$ cat src/rtl/reg_file.sv
// Eight-entry register bank (T1..T4, R1..R4) with masked clear/load/dec/inc and two combinational read ports.
// Define REG_FILE_SAT_EN to make increment/decrement saturate instead of wrapping.
module reg_file #(
    parameter int NBits = 8
) (
    input  logic             clk,
    input  logic             rst,
    input  logic [NBits-1:0] i,
    input  logic [1:0]       funsel,
    input  logic [3:0]       rsel,
    input  logic [3:0]       tsel,
    input  logic [2:0]       outasel,
    input  logic [2:0]       outbsel,
    output logic [NBits-1:0] outa,
    output logic [NBits-1:0] outb
);

    // Slot order matches the read-select encoding: 0..3 = T1..T4, 4..7 = R1..R4.
    logic [7:0]       w_en;
    logic [NBits-1:0] w_vals [8];

    assign w_en = {rsel, tsel};

    genvar gi;
    generate
        for (gi = 0; gi < 8; gi++) begin : g_reg
            logic [NBits-1:0] r_val;
            logic [NBits-1:0] w_next;

            always_comb begin
                w_next = r_val;
                case (funsel)
                    2'b00: w_next = '0;
                    2'b01: w_next = i;
`ifdef REG_FILE_SAT_EN
                    2'b10: w_next = (r_val == '0) ? r_val : r_val - NBits'(1);
                    2'b11: w_next = (r_val == '1) ? r_val : r_val + NBits'(1);
`else
                    2'b10: w_next = r_val - NBits'(1);
                    2'b11: w_next = r_val + NBits'(1);
`endif
                endcase
            end

            always_ff @(posedge clk or posedge rst) begin
                if (rst) begin
                    r_val <= '0;
                end else if (w_en[gi]) begin
                    r_val <= w_next;
                end
            end

            assign w_vals[gi] = r_val;
        end
    endgenerate

    assign outa = w_vals[outasel];
    assign outb = w_vals[outbsel];

endmodule

$ cat config.mk
export PLATFORM = sky130hd
export DESIGN_NAME = reg_file
export DESIGN_NICKNAME = d
export VERILOG_FILES = /design/src/rtl/reg_file.sv
export SDC_FILE = /design/constraint.sdc
export NUM_CORES = 1
export LEC_CHECK = 0
export CORE_UTILIZATION = 40
export DETAILED_ROUTE_END_ITERATION = 8
export MAX_ROUTING_LAYER = met4
export PLACE_DENSITY = 0.56
export SYNTH_ARGS = -nofsm -noshare
export SYNTH_HDL_FRONTEND = slang
export SYNTH_SLANG_ARGS = --single-unit
$ cat constraint.sdc
create_clock -name clk -period 3.7 [get_ports clk]
set_input_delay 0.74 -clock clk [delete_from_list [all_inputs] [get_ports clk]]
set_output_delay 0.74 -clock clk [all_outputs]
set_load 0.005 [all_outputs]
==> results.toml <==
[setup_path]
cp_common_cell = "clkdlybuf4s50_1"
worstPathCellList = "clkdlybuf4s50_1 > buf_12 > mux4_1 > mux2_2 > clkdlybuf4s50_1"
worstReg2RegEnd = "g_reg[0].r_val[7]"
critPathBufInv = 3
worstRegToRegCells = 7
cp-end-kind = "output port"
worstSetupPathType = "in -> out"
crit_fanout = 16
rrSetupSlack_ns = 1.51
slowest_delay_ns = 0.56
start_kind = "input pin"
r2r_start = "g_reg[0].r_val[1]"
crit_family = "buffers and inverters"
worstPathRequired_ns = 2.96
cpMaxStageDelayCell = "mux4_1"
arrival_ns = 2.72

[clock_tree]
postCtsSetupBuffers = 0
cts.repair.resized = 0
cts_root_buf = "clkbuf_16"
htreeDepth = 3
clkTransAtPathRegs_ns = 0.05
numCtsBuffers = 9
cts_hold_buf = 0
cts_tree = "done"
clock_sinks = 64
cts.path.max_buffers = 2
worstSkewPairLatency_ns = 0.33

[logic_synthesis]
synth_nets = 727
ys_ff_latch = 64
synthFlopType = "dfrtp_1"
syn_avg_cell_area_um2 = 9.26
async_flop_share_pct = 100
synth_area_mm2 = 0.00594
ys_warn_count = 0
synthesis.instances = 642
ys_types = 45
seq_area_frac_synth_pct = 26.9
synth-edff-count = 0

[cells_and_area]
regMostFlops = "g.r_val"
diodes = 0
largest_reg_flops = 64
mostFrequentLayoutCell = "a21oi_1"
reg.largest.list = "g.r_val x64"
n_fill_cell = 1410
fin_nets = 754
syn_to_final_growth_pct = 15.2
final_area_mm2 = 0.00685
final_cell_mix = "a21oi_1, dfrtp_1, nor2_1"
final_layout_size_suffix_gt1_share_pct = 12.8

[hold_path]
hold_path_depth = 1
hold_path_class = "reg -> reg"
min_to = "g_reg[6].r_val[0]"
min_from = "g_reg[6].r_val[0]"

[sta]
worst_pin_slew_ns = 0.716
fin_setup_tns_ns = 0
hold_viol = 0
timing.fmax_ghz = 0.289
rsz0062_at_grt = "no"
min_period_ns = 3.46
slew_headroom_pct = 52.3
setup_viol = 0
period_share_pct = 93.6
slew_viol_final = 0
clock_skew_ns = 0.00501

[floorplan]
die_h_um = 124
ioPinCount = 42
fp-row-count = 44
initial_core_util_pct = 40.9
die_w_um = 124
die_area_mm2 = 0.0154
core_mm2 = 0.0145

[grt]
grt_usage_pct = 25.1
antenna_found_initial = 0
grt_pass1_vias = 4888
grt_max_degree = 60
grt_pass1_wl_um = 27500
gr-total-overflow = 0

[power_and_ir_drop]
p_leak_uw = 0.00284
finalPower_uw = 3850
power_density_mw_per_mm2 = 562
ir_drop_mv = 0.208

[routing]
dr.pass1.iters = 5
wirelength_um = 17400
vias = 5200
viasPerCell = 6.07
drc = 0
avgRoutedWirePerCell_um = 20.4
drt-initial-drc-count = 397
ant_nets = 0

[flow_run]
maxCapViolations = 0

[run_status]
outcome = "completed"

[placed_design]
io_buffers = 41
place_congestion = 0.872
placed_cell_area_mm2 = 0.00659
dp_hpwl_um = 12800
## per-stage QoR
stage	instances	hold WS, ns	utilization [%]	setup WS [ns]
after floorplan	642	0.497	-	0.133
after global placement	842	0.551	45.4	0.240
after detailed placement	842	0.565	45.4	0.216
after CTS	856	0.577	47.1	0.225
after global routing	856	0.597	47.1	0.153
final	856	0.573	47.1	0.236
## worst max-delay path by stage
| stage | startpoint | endpoint | slack [ns] | cells past startpoint |
|---|---|---|---|---|
| after floorplan | funsel[1] | g_reg[1].r_val[7] | 0.13 | 10 |
| after global placement | outasel[0] | outa[0] | 0.24 | 5 |
| after detailed placement | outbsel[0] | outb[0] | 0.22 | 5 |
| after CTS | outbsel[0] | outb[0] | 0.22 | 5 |
| after global routing | outbsel[1] | outb[2] | 0.15 | 5 |
| final | outbsel[0] | outb[0] | 0.24 | 5 |
## Yosys cell counts (21+ instances only)
cell type    n  share of area [%]
a21oi_1    100                8.4
dfrtp_1     64                 27
nor2_1      54                3.4
ha_1        51                 11
o21ai_0     47                4.0
mux4_2      30                 11
clkbuf_1    28                1.8
nand2_1     26                1.6
a31oi_1     21                2.2
inv_1       21                1.3
mux2_2      21                4.0
xnor2_1     21                3.1
## routing by layer
| metal | part of all wire, % | GRT usage [%] |
|---|---|---|
| met4 | 1.4 | 7.81 |
| met1 | 47 | 35.0 |
| met5 | 0 | - |
| met3 | 5.5 | 3.43 |
| met2 | 46 | 37.7 |
## cell type report
cell class | count | area, um^2 | area share [%]
clock buffer | 13 | 250 | 3.65
clock inverter | 1 | 5.00 | 0.0731
inverter | 22 | 82.6 | 1.21
multi-input combinational | 514 | 4100 | 59.8
sequential | 64 | 1600 | 23.4
tap | 184 | 230 | 3.36
timing repair buffer | 58 | 583 | 8.51
## worst register-to-register path: stages, from the launching register on
cell	delay [ns]
dfrtp_1	0.42
ha_1	0.33
a211oi_1	0.45
nor3_1	0.16
mux2_2	0.32
nand4_1	0.09
nand2b_1	0.07
a221oi_1	0.24
## cell families after synthesis
family	count (synthesis)	share of synthesized area (%)
fa+ha+maj	59	13.4
xor+xnor	37	5.45
flops	64	26.9
buf+inv	64	4.19
mux	63	17.9
simple gates	136	10.8
compound gates	219	21.3
## power by group
group / total, uW / switching (uW) / internal, uW
Combinational: 1930 / 930 / 1000
Sequential: 1150 / 264 / 884
Clock: 770 / 306 / 464
Total: 3850 / 1500 / 2350
(Power assumes the default switching activity.)
